**src/rtl/tqvp_uart_bus_bridge.sv**
```systemverilog
// UART-driven TinyQV peripheral bus initiator: parses CMD/ADDR/DATA frames from uart_rxd,
// performs one 8/16/32-bit bus read or write, and answers with ACK, NAK or read data on uart_txd.
module tqvp_uart_bus_bridge #(
   parameter int unsigned BAUD_DIVIDER = 555
) (
   input  logic        clk,
   input  logic        rst_n,
   input  logic        uart_rxd,
   output logic        uart_txd,
   output logic [5:0]  address,
   output logic [31:0] data_out,
   output logic [1:0]  data_write_n,
   output logic [1:0]  data_read_n,
   input  logic [31:0] data_in,
   input  logic        data_ready,
   output logic        busy
);
   localparam int unsigned   CW        = $clog2(BAUD_DIVIDER);
   localparam logic [CW-1:0] BIT_LAST  = CW'(BAUD_DIVIDER - 1);
   localparam logic [CW-1:0] HALF_LAST = CW'(BAUD_DIVIDER / 2 - 1);
   localparam logic [7:0]    ACK       = 8'h06;
   localparam logic [7:0]    NAK       = 8'h15;

   typedef enum logic [1:0] {RX_IDLE, RX_START, RX_DATA, RX_STOP} rx_state_t;
   typedef enum logic [2:0] {S_IDLE, S_ADDR, S_WDATA, S_BUS_WR, S_BUS_RD, S_RESP} state_t;

   logic          rx_s1, rx_s2, rx_prev;
   rx_state_t     rx_state;
   logic [CW-1:0] rx_cnt;
   logic [2:0]    rx_bit;
   logic [7:0]    rx_byte;
   logic          rx_valid;

   always_ff @(posedge clk or negedge rst_n) begin
      if (!rst_n) begin
         rx_s1    <= 1'b1;
         rx_s2    <= 1'b1;
         rx_prev  <= 1'b1;
         rx_state <= RX_IDLE;
         rx_cnt   <= '0;
         rx_bit   <= '0;
         rx_byte  <= '0;
         rx_valid <= 1'b0;
      end else begin
         rx_s1    <= uart_rxd;
         rx_s2    <= rx_s1;
         rx_prev  <= rx_s2;
         rx_valid <= 1'b0;
         case (rx_state)
            RX_IDLE: begin
               if (rx_prev && !rx_s2) begin
                  rx_state <= RX_START;
                  rx_cnt   <= '0;
               end
            end
            RX_START: begin
               if (rx_cnt == HALF_LAST) begin
                  rx_cnt   <= '0;
                  rx_bit   <= '0;
                  rx_state <= rx_s2 ? RX_IDLE : RX_DATA;
               end else begin
                  rx_cnt <= rx_cnt + 1'b1;
               end
            end
            RX_DATA: begin
               if (rx_cnt == BIT_LAST) begin
                  rx_cnt  <= '0;
                  rx_byte <= {rx_s2, rx_byte[7:1]};
                  rx_bit  <= rx_bit + 1'b1;
                  if (rx_bit == 3'd7) rx_state <= RX_STOP;
               end else begin
                  rx_cnt <= rx_cnt + 1'b1;
               end
            end
            RX_STOP: begin
               if (rx_cnt == BIT_LAST) begin
                  rx_cnt   <= '0;
                  rx_valid <= rx_s2;
                  rx_state <= RX_IDLE;
               end else begin
                  rx_cnt <= rx_cnt + 1'b1;
               end
            end
            default: rx_state <= RX_IDLE;
         endcase
      end
   end

   state_t        state;
   logic          is_write;
   logic [1:0]    size;
   logic [1:0]    byte_idx;
   logic [1:0]    last_idx;
   logic [1:0]    resp_left;
   logic [31:0]   resp_data;
   logic          illegal_cmd;
   logic          tx_load, tx_active, tx_done;
   logic [7:0]    tx_load_byte;
   logic [8:0]    tx_shift;
   logic [3:0]    tx_bit;
   logic [CW-1:0] tx_cnt;

   assign illegal_cmd = rx_byte[7] || (rx_byte[5:4] == 2'b11);
   assign last_idx    = (size == 2'b10) ? 2'd3 : size;
   assign tx_done     = tx_active && (tx_cnt == BIT_LAST) && (tx_bit == 4'd9);

   // Next response byte is loaded on the stop bit's final cycle so bytes abut without idle gap.
   always_comb begin
      tx_load      = 1'b0;
      tx_load_byte = '0;
      case (state)
         S_IDLE:   if (rx_valid && illegal_cmd) begin tx_load = 1'b1; tx_load_byte = NAK; end
         S_BUS_WR: begin tx_load = 1'b1; tx_load_byte = ACK; end
         S_BUS_RD: if (data_ready) begin tx_load = 1'b1; tx_load_byte = data_in[7:0]; end
         S_RESP:   if (tx_done && resp_left != 2'd0) begin tx_load = 1'b1; tx_load_byte = resp_data[7:0]; end
         default:  ;
      endcase
   end

   always_ff @(posedge clk or negedge rst_n) begin
      if (!rst_n) begin
         uart_txd  <= 1'b1;
         tx_active <= 1'b0;
         tx_shift  <= '1;
         tx_bit    <= '0;
         tx_cnt    <= '0;
      end else if (tx_load) begin
         uart_txd  <= 1'b0;
         tx_shift  <= {1'b1, tx_load_byte};
         tx_bit    <= '0;
         tx_cnt    <= '0;
         tx_active <= 1'b1;
      end else if (tx_active) begin
         if (tx_cnt == BIT_LAST) begin
            tx_cnt <= '0;
            if (tx_bit == 4'd9) begin
               tx_active <= 1'b0;
            end else begin
               uart_txd <= tx_shift[0];
               tx_shift <= {1'b1, tx_shift[8:1]};
               tx_bit   <= tx_bit + 1'b1;
            end
         end else begin
            tx_cnt <= tx_cnt + 1'b1;
         end
      end
   end

   always_ff @(posedge clk or negedge rst_n) begin
      if (!rst_n) begin
         state        <= S_IDLE;
         busy         <= 1'b0;
         address      <= '0;
         data_out     <= '0;
         data_write_n <= '1;
         data_read_n  <= '1;
         is_write     <= 1'b0;
         size         <= '0;
         byte_idx     <= '0;
         resp_left    <= '0;
         resp_data    <= '0;
      end else begin
         case (state)
            S_IDLE: begin
               if (rx_valid) begin
                  busy <= 1'b1;
                  if (illegal_cmd) begin
                     resp_left <= '0;
                     state     <= S_RESP;
                  end else begin
                     is_write <= rx_byte[6];
                     size     <= rx_byte[5:4];
                     state    <= S_ADDR;
                  end
               end
            end
            S_ADDR: begin
               if (rx_valid) begin
                  address  <= rx_byte[5:0];
                  byte_idx <= '0;
                  if (is_write) begin
                     data_out <= '0;
                     state    <= S_WDATA;
                  end else begin
                     data_read_n <= size;
                     state       <= S_BUS_RD;
                  end
               end
            end
            S_WDATA: begin
               if (rx_valid) begin
                  data_out[{byte_idx, 3'b000} +: 8] <= rx_byte;
                  byte_idx <= byte_idx + 1'b1;
                  if (byte_idx == last_idx) begin
                     data_write_n <= size;
                     state        <= S_BUS_WR;
                  end
               end
            end
            S_BUS_WR: begin
               data_write_n <= '1;
               resp_left    <= '0;
               state        <= S_RESP;
            end
            S_BUS_RD: begin
               if (data_ready) begin
                  data_read_n <= '1;
                  resp_data   <= {8'h00, data_in[31:8]};
                  resp_left   <= last_idx;
                  state       <= S_RESP;
               end
            end
            S_RESP: begin
               if (tx_done) begin
                  if (resp_left == 2'd0) begin
                     state <= S_IDLE;
                     busy  <= 1'b0;
                  end else begin
                     resp_data <= {8'h00, resp_data[31:8]};
                     resp_left <= resp_left - 1'b1;
                  end
               end
            end
            default: state <= S_IDLE;
         endcase
      end
   end
endmodule

```
**config.mk**
```make
export PLATFORM = sky130hd
export DESIGN_NAME = tqvp_uart_bus_bridge
export DESIGN_NICKNAME = d
export VERILOG_FILES = /design/src/rtl/tqvp_uart_bus_bridge.sv
export SDC_FILE = /design/constraint.sdc
export NUM_CORES = 1
export LEC_CHECK = 0
export BUFFER_PORTS_ARGS = -buffer_cell sky130_fd_sc_hd__buf_2
export CELL_PAD_IN_SITES_DETAIL_PLACEMENT = 0
export CELL_PAD_IN_SITES_GLOBAL_PLACEMENT = 1
export CORE_ASPECT_RATIO = 0.9
export CORE_MARGIN = 2
export CORE_UTILIZATION = 42
export CTS_BUF_LIST = sky130_fd_sc_hd__clkbuf_8
export CTS_CLUSTER_SIZE = 24
export DETAILED_ROUTE_END_ITERATION = 6
export GPL_TIMING_DRIVEN = 0
export PLACE_DENSITY_LB_ADDON = 0.05
export SETUP_SLACK_MARGIN = 0.1
export SLEW_MARGIN = 5
export SYNTH_ARGS = -nofsm -noshare
export SYNTH_HDL_FRONTEND = slang
export SYNTH_SLANG_ARGS = --single-unit
```
**constraint.sdc**
```tcl
create_clock -name clk -period 2.3 [get_ports clk]
set_input_delay 0.345 -clock clk [delete_from_list [all_inputs] [get_ports clk]]
set_output_delay 0.345 -clock clk [all_outputs]
set_load 0.03 [all_outputs]
```
==> results of run 1 <==
routing by layer:
layer | GRT usage, % | share of wire (%) | vias to the layer above | routed length [um]
li1 | - | - | 2284 | -
met1 | 27.9 | 49 | 2347 | 6900
met2 | 27.9 | 46 | 72 | 6480
met3 | 5.32 | 4.0 | 7 | 561
met4 | 5.45 | 0.75 | 0 | 105
met5 | 0 | 0 | - | 0
tightest hold or removal path, stage by stage:
cell,delay [ns]
buf_2,0.09
nand2_1,0.04
a31oi_1,0.07
worst max path at each step:
stage	start	end	slack [ns]	depth (start not counted)
after global placement	rst_n	resp_data[7]	-0.84	1
after floorplan	tx_cnt[4]	resp_left[1]	0.32	6
final	tx_cnt[7]	state[0]	0.18	6
after detailed placement	byte_idx[0]	data_out[6]	-0.08	7
after CTS	rx_cnt[0]	rx_byte[4]	0.08	7
after global routing	rx_cnt[0]	rx_byte[4]	0.03	7
power breakdown:
part	switching, mW	internal, mW
combinational	0.210	0.146
sequential	0.0645	2.30
clock	0.876	1.22
logic make-up (layout without fill, tap and decap cells):
| group | count (synthesis) | in the layout | share of synthesized area [%] |
|---|---|---|---|
| and+or+nand+nor | 179 | 179 | 15.3 |
| AOI/OAI and AO/OA | 156 | 156 | 17.2 |
| DFF | 128 | 128 | 53.3 |
| buffers and inverters | 46 | 170 | 3.19 |
| muxes | 40 | 40 | 6.98 |
| adders and majority gates | 14 | 14 | 2.90 |
| xor gates and xnor gates | 8 | 8 | 1.16 |
Yosys cell counts, types with 4 or more instances:
library cell / instances / share of area [%]
o22a_1: 5 / 0.72
a21oi_1: 26 / 2.2
nor2_1: 38 / 2.4
and2_1: 8 / 0.83
nand4_1: 4 / 0.41
a31oi_1: 7 / 0.72
ha_1: 14 / 2.9
mux2i_1: 23 / 3.8
inv_1: 19 / 1.2
nand3b_1: 6 / 0.75
dfrtp_1: 112 / 46
nor3_1: 11 / 0.91
mux2_2: 17 / 3.2
o21ai_2: 4 / 0.58
a22oi_1: 8 / 0.99
xnor2_1: 5 / 0.72
a22o_1: 32 / 4.6
a21o_1: 4 / 0.50
nand3_1: 12 / 0.99
clkbuf_1: 17 / 1.1
nor4b_1: 5 / 0.72
nand2_1: 63 / 3.9
buf_2: 7 / 0.58
o21ai_0: 47 / 3.9
dfstp_2: 16 / 7.0
cell usage in the layout, fill, tap and decap left out, types with 4 or more instances in the layout:
| cell | n |
|---|---|
| buf_4 | 11 |
| nand3_1 | 12 |
| nand3b_1 | 6 |
| clkbuf_1 | 11 |
| buf_6 | 5 |
| inv_1 | 22 |
| nor2_1 | 36 |
| nand4_1 | 4 |
| xnor2_1 | 5 |
| a21o_1 | 4 |
| a31oi_1 | 7 |
| and2_1 | 7 |
| mux2_2 | 17 |
| nor4b_1 | 4 |
| a22oi_1 | 7 |
| o21ai_0 | 46 |
| buf_2 | 85 |
| a22o_1 | 32 |
| o21ai_2 | 4 |
| o22a_1 | 5 |
| dfrtp_1 | 111 |
| dfstp_2 | 16 |
| a21oi_1 | 26 |
| bufinv_16 | 4 |
| nor3_1 | 9 |
| clkbuf_8 | 19 |
| mux2i_1 | 23 |
| ha_1 | 14 |
| nand2_1 | 63 |
final cells by class:
cell class / count / area share [%]
plain buffers: 25 / 1.78
clock buffers: 19 / 3.55
clock inverters: 13 / 2.31
inverters: 19 / 0.968
multi-input cells: 397 / 36.9
flip-flops and latches: 128 / 43.8
well taps: 193 / 3.28
repair buffers: 94 / 7.42
registers in the layout (all words and copies together) (netlist names), 3 cells and up, named ones only:
name       count
rx_byte        8
rx_bit         3
tx_bit         4
tx_shift       8
data_out      32
tx_cnt        10
rx_cnt        10
resp_data     24
address        6
state          3
metrics by stage:
step / hold slack [ns] / utilization [%] / power, mW / TNS (ns) / instances
6_report: 0.119 / 52.4 / 4.82 / 0 / 888
5_1_grt: 0.0911 / 52.4 / 5.06 / 0 / 888
3_3_place_gp: 0.347 / 47.5 / 2.72 / -94.79 / 843
3_5_place_dp: 0.278 / 47.8 / 2.73 / -0.636 / 844
2_1_floorplan: 0.0494 / - / 2.58 / 0 / 571
4_1_cts: 0.0927 / 51.5 / 4.86 / 0 / 881
repair_timing:
item,in CTS,in global routing
gates cloned,0,2
gates resized for setup,10,26
pin swaps,1,7
buffers inserted,3,7
hold buffers,2,0
endpoints found under the setup margin,53,80
endpoints found under the hold margin,36,0
==> impl_metrics.py, run 1 <==
metrics = {
    "grt": {
        "grt_remaining_overflow": 0,
        "antenna_found_initial": 0,
        "grtUsageTotal_pct": 19.1,
        "grt_pass1_wl_um": 23300,
        "grt_start_max_net_pins": 92,
        "grt_pass1_vias": 4617,
    },
    "critical_path": {
        "critPathRequiredTime_ns": 2.62,
        "critical_path_buf_inv_count": 1,
        "cpPeakStageDelay_ns": 0.57,
        "worstSetupPathType": "flop to flop",
        "critPathTopFamily": "simple AND/OR/NAND/NOR gates",
        "r2r_cells": 6,
        "timing.rr.start": "tx_cnt[7]",
        "start_kind": "flop",
        "worst_path_max_delay_cell": "or4b_4",
        "endpoint_kind": "flop",
        "path_cells": "or4b_4 > buf_4 > nor4_4 > o22ai_2 > o21a_1 > a211o_1",
        "crit_fanout": 6,
        "r2r_slack_ns": 0.18,
        "worstPathArrival_ns": 2.44,
        "regToRegEndpoint": "state[0]",
    },
    "cts": {
        "cts_htree_levels": 4,
        "cts-root-buf": "clkbuf_8",
        "clk_path_buf_depth": 2,
        "cts_tree": "done",
        "cts.sinks": 128,
        "insertion_delay_ns": 0.43,
        "path_clk_slew_ns": 0.08,
        "numCtsBuffers": 17,
    },
    "power": {
        "p_leak_nw": 3.64,
        "p_per_area_mw_per_mm2": 655,
        "ir_worst_vdd_v": 0.000596,
    },
    "route": {
        "route.detailed.drc": 0,
        "ant_nets": 0,
        "vias": 4710,
        "routed_wl_um": 14100,
        "routed_via_density": 5.30,
        "initialDrtViolationCount": 287,
        "wl_per_cell_um": 15.8,
        "first_pass_iters": 4,
    },
    "placed_design": {
        "place_hpwl_um": 9670,
        "place_ws_ns": -0.0832,
        "port_buffers": 79,
        "gp_congestion": 0.764,
        "dpl_cell_area_sq_mm": 0.00672,
    },
    "synthesis": {
        "yosysWarnings": 0,
        "avgSynthCellArea_sq_um": 10.6,
        "syn-instance-count": 571,
        "synth-seq-area-share_pct": 53.3,
        "synth_edf_count": 0,
        "synth_fp_nets": 621,
        "async_flop_share_pct": 100,
        "synth_ff_type": "dfrtp_1",
        "ys_types": 58,
        "ys_ff_latch": 128,
        "netlist_area_sq_mm": 0.00604,
    },
    "floorplan": {
        "die_h_um": 118,
        "die_area_sq_mm": 0.0154,
        "io_pins": 80,
        "std_cell_rows": 41,
        "start_util_pct": 43.0,
        "dieWidth_um": 130,
        "coreArea_sq_mm": 0.0141,
    },
    "cells_and_area": {
        "drive_gt1_share_pct": 27.3,
        "seq_area_sq_mm": 0.00322,
        "area_growth_pct": 21.8,
        "layout.nets": 732,
        "multi_input_area_sq_mm": 0.00272,
        "final_area_sq_mm": 0.00736,
        "antenna_cells": 0,
        "nFillCells": 1354,
    },
    "hold_path": {
        "min_delay_path_depth": 3,
        "min_to": "tx_shift[3]",
        "min_from": "data_in[3]",
        "hold_path_class": "input port to flop",
    },
    "timing": {
        "slew_violations": 0,
        "rsz0062_at_grt": "true",
        "finalCritPeriodShare_pct": 92.3,
        "slew-limit-headroom_pct": 61.6,
        "setup_viol": 0,
        "post-route-min-period_ns": 2.12,
        "worstMarginPinSlew_ns": 0.574,
        "hold_viol": 0,
        "fmax_ghz": 0.471,
        "skew_ns": 0.0121,
        "finalWorstSetupSlack_ns": 0.177,
    },
    "job": {
        "maxCapViolCount": 0,
    },
    "run_status": {
        "status": "completed",
    },
}
No activity file was read; power rests on OpenSTA's default activity.
==> run 2, diff against run 1 <==
--- a/config.mk
+++ b/config.mk
@@ -10,14 +10,14 @@
 export CELL_PAD_IN_SITES_GLOBAL_PLACEMENT = 1
 export CORE_ASPECT_RATIO = 0.9
 export CORE_MARGIN = 2
-export CORE_UTILIZATION = 42
+export CORE_UTILIZATION = 47
 export CTS_BUF_LIST = sky130_fd_sc_hd__clkbuf_8
 export CTS_CLUSTER_SIZE = 24
 export DETAILED_ROUTE_END_ITERATION = 6
 export GPL_TIMING_DRIVEN = 0
 export PLACE_DENSITY_LB_ADDON = 0.05
 export SETUP_SLACK_MARGIN = 0.1
-export SLEW_MARGIN = 5
+export SLEW_MARGIN = 20
 export SYNTH_ARGS = -nofsm -noshare
 export SYNTH_HDL_FRONTEND = slang
 export SYNTH_SLANG_ARGS = --single-unit
==> run 2 against run 1 <==
Effect of this change: wire length rose by 0.78%; global-route usage increased by 2.4 points; fmax down 2.9%; total power decreased by 1.3%; worst setup slack lost 0.064 ns; hold slack worse by 0.021 ns; via count rose by 0.83%; register-to-register slack got worse by 0.06 ns; critical path depth increased by 1; final area is 0.20% lower; combinational power rose by 5%; critical endpoint is now resp_data[20].
==> impl_metrics.py, run 2 (synthesis results as in run 1) <==
metrics = {
    "critical_path": {
        "worstPathArrival_ns": 2.50,
        "r2r_slack_ns": 0.11,
        "worstSetupPathType": "flop to flop",
        "critPathRequiredTime_ns": 2.61,
        "critical_path_buf_inv_count": 2,
        "r2r_cells": 7,
        "endpoint_kind": "flop",
        "path_depth": 7,
        "crit_fanout": 8,
        "cpPeakStageDelay_ns": 0.57,
        "critPathTopFamily": "simple AND/OR/NAND/NOR gates",
        "worst_path_max_delay_cell": "or4b_4",
        "path_cells": "or4b_4 > nor3_4 > buf_4 > buf_4 > nand2_1 > nand2_1 > o21ai_0",
        "start_kind": "flop",
    },
    "cells_and_area": {
        "area_growth_pct": 21.6,
        "largestRegisters": "data_out x32, resp_data x24",
        "largest_reg_flops": 32,
        "nFillCells": 1105,
        "final_common_cell": "dfrtp_1",
        "antenna_cells": 0,
        "top_register": "data_out",
        "drive_gt1_share_pct": 27.8,
        "layout_common_cells": "dfrtp_1, buf_2, nand2_1, o21ai_0, nor2_1",
        "multi_input_area_sq_mm": 0.00273,
        "fin_util_pct": 58.2,
        "seq_area_sq_mm": 0.00322,
        "layout.nets": 734,
    },
    "route": {
        "routed_wl_um": 14200,
        "first_pass_iters": 4,
        "routed_via_density": 5.52,
        "vias": 4749,
        "wl_per_cell_um": 16.4,
        "initialDrtViolationCount": 250,
        "route.detailed.drc": 0,
        "ant_nets": 0,
    },
    "job": {
        "maxCapViolCount": 0,
    },
    "cts": {
        "cts_tree": "done",
        "numCtsBuffers": 17,
        "path_clk_slew_ns": 0.07,
        "cts.sinks": 128,
        "insertion_delay_ns": 0.46,
        "cts_htree_levels": 4,
        "clk_path_buf_depth": 2,
        "cts-root-buf": "clkbuf_8",
    },
    "floorplan": {
        "dieWidth_um": 124,
        "std_cell_rows": 39,
        "start_util_pct": 47.8,
        "die_h_um": 112,
        "coreArea_sq_mm": 0.0126,
        "io_pins": 80,
        "die_area_sq_mm": 0.0138,
    },
    "placed_design": {
        "gp_congestion": 0.801,
        "place_ws_ns": -0.0736,
        "port_buffers": 79,
        "place_hpwl_um": 9620,
    },
    "grt": {
        "grt_pass1_vias": 4626,
        "antenna_found_initial": 0,
        "grt_start_max_net_pins": 98,
        "grtUsageTotal_pct": 21.5,
        "grt_remaining_overflow": 0,
        "grt_pass1_wl_um": 23300,
    },
    "run_status": {
        "status": "completed",
    },
    "timing": {
        "finalSetupTns_ns": 0,
        "hold_viol": 0,
        "rsz0062_at_grt": "true",
        "slew-limit-headroom_pct": 60.5,
        "worstMarginPinSlew_ns": 0.586,
        "finalWorstSetupSlack_ns": 0.113,
        "post-route-min-period_ns": 2.19,
        "skew_ns": 0.0152,
        "setup_viol": 0,
        "fmax_ghz": 0.457,
        "finalCritPeriodShare_pct": 95.1,
        "slew_violations": 0,
    },
    "power": {
        "p_per_area_mw_per_mm2": 648,
        "p_leak_nw": 3.64,
        "ir_worst_vdd_v": 0.000486,
    },
    "hold_path": {
        "min_delay_path_depth": 3,
        "hold_path_class": "input port to flop",
    },
}
-- run 2: cell types whose count changed in the layout (fill, tap and decap cells not counted), sizes merged --
| cell | change |
|---|---|
| clkinv | +2 |
| buf | +1 |
| bufinv | -1 |
| clkinvlp | +1 |
| inv | -1 |
-- run 2: power by group --
group | total (mW) | internal (mW) | switching, mW | leakage (nW)
Clock | 2.02 | 1.10 | 0.924 | 0.206
Sequential | 2.37 | 2.30 | 0.0642 | 1.64
Combinational | 0.375 | 0.158 | 0.216 | 1.80
Total | 4.76 | 3.56 | 1.21 | 3.64
-- run 2: metrics by stage --
step                      power, mW  cell area [sq um]  std cells  hold slack (ns)
after floorplan                2.58               6040        571           0.0494
after global placement         2.72               6650        814            0.348
after detailed placement       2.74               6680        815            0.223
after CTS                      4.78               7180        852           0.0651
after global routing           4.98               7350        861           0.0913
final                          4.76               7350        861           0.0983
-- run 2: cell type report --
| cell class | count | area share (%) |
|---|---|---|
| clock buffers | 18 | 3.37 |
| plain buffers | 26 | 1.87 |
| repair buffers | 95 | 7.76 |
| inverters | 19 | 0.970 |
| well taps | 164 | 2.79 |
| flip-flops and latches | 128 | 43.9 |
| clock inverters | 14 | 2.26 |
| multi-input cells | 397 | 37.1 |
-- run 2: path summary, 6_finish.rpt --
check / start / end
min in group asynchronous: rst_n / data_out[8]
setup reg to reg: tx_cnt[4] / resp_data[20]
setup / recovery: tx_cnt[4] / resp_data[20]
hold reg to reg: rx_s1 / rx_s2
max in group asynchronous: rst_n / tx_shift[5]
hold / removal: data_in[31] / resp_data[23]
-- run 2: tightest hold or removal path, cell delays in order --
cell and delay [ns]:
buf_2 0.07, nand2_1 0.04, o21ai_0 0.06
-- run 2: layer usage --
metal / vias up / wire (um) / track usage (%) / part of all wire, %
li1: 2295 / - / - / -
met3: 14 / 631 / 7.07 / 4.5
met2: 91 / 6480 / 30.9 / 46
met5: - / 0 / 0 / 0
met1: 2349 / 6870 / 30.9 / 48
met4: 0 / 182 / 6.89 / 1.3
-- run 2: what timing repair did --
action / in CTS / in global routing
gates resized for setup: 7 / 30
pin swaps: 1 / 8
setup endpoints to repair: 36 / 73
hold endpoints to repair: 32 / 0
hold buffers: 2 / 0
gates cloned: 0 / 1
buffers inserted: 3 / 9
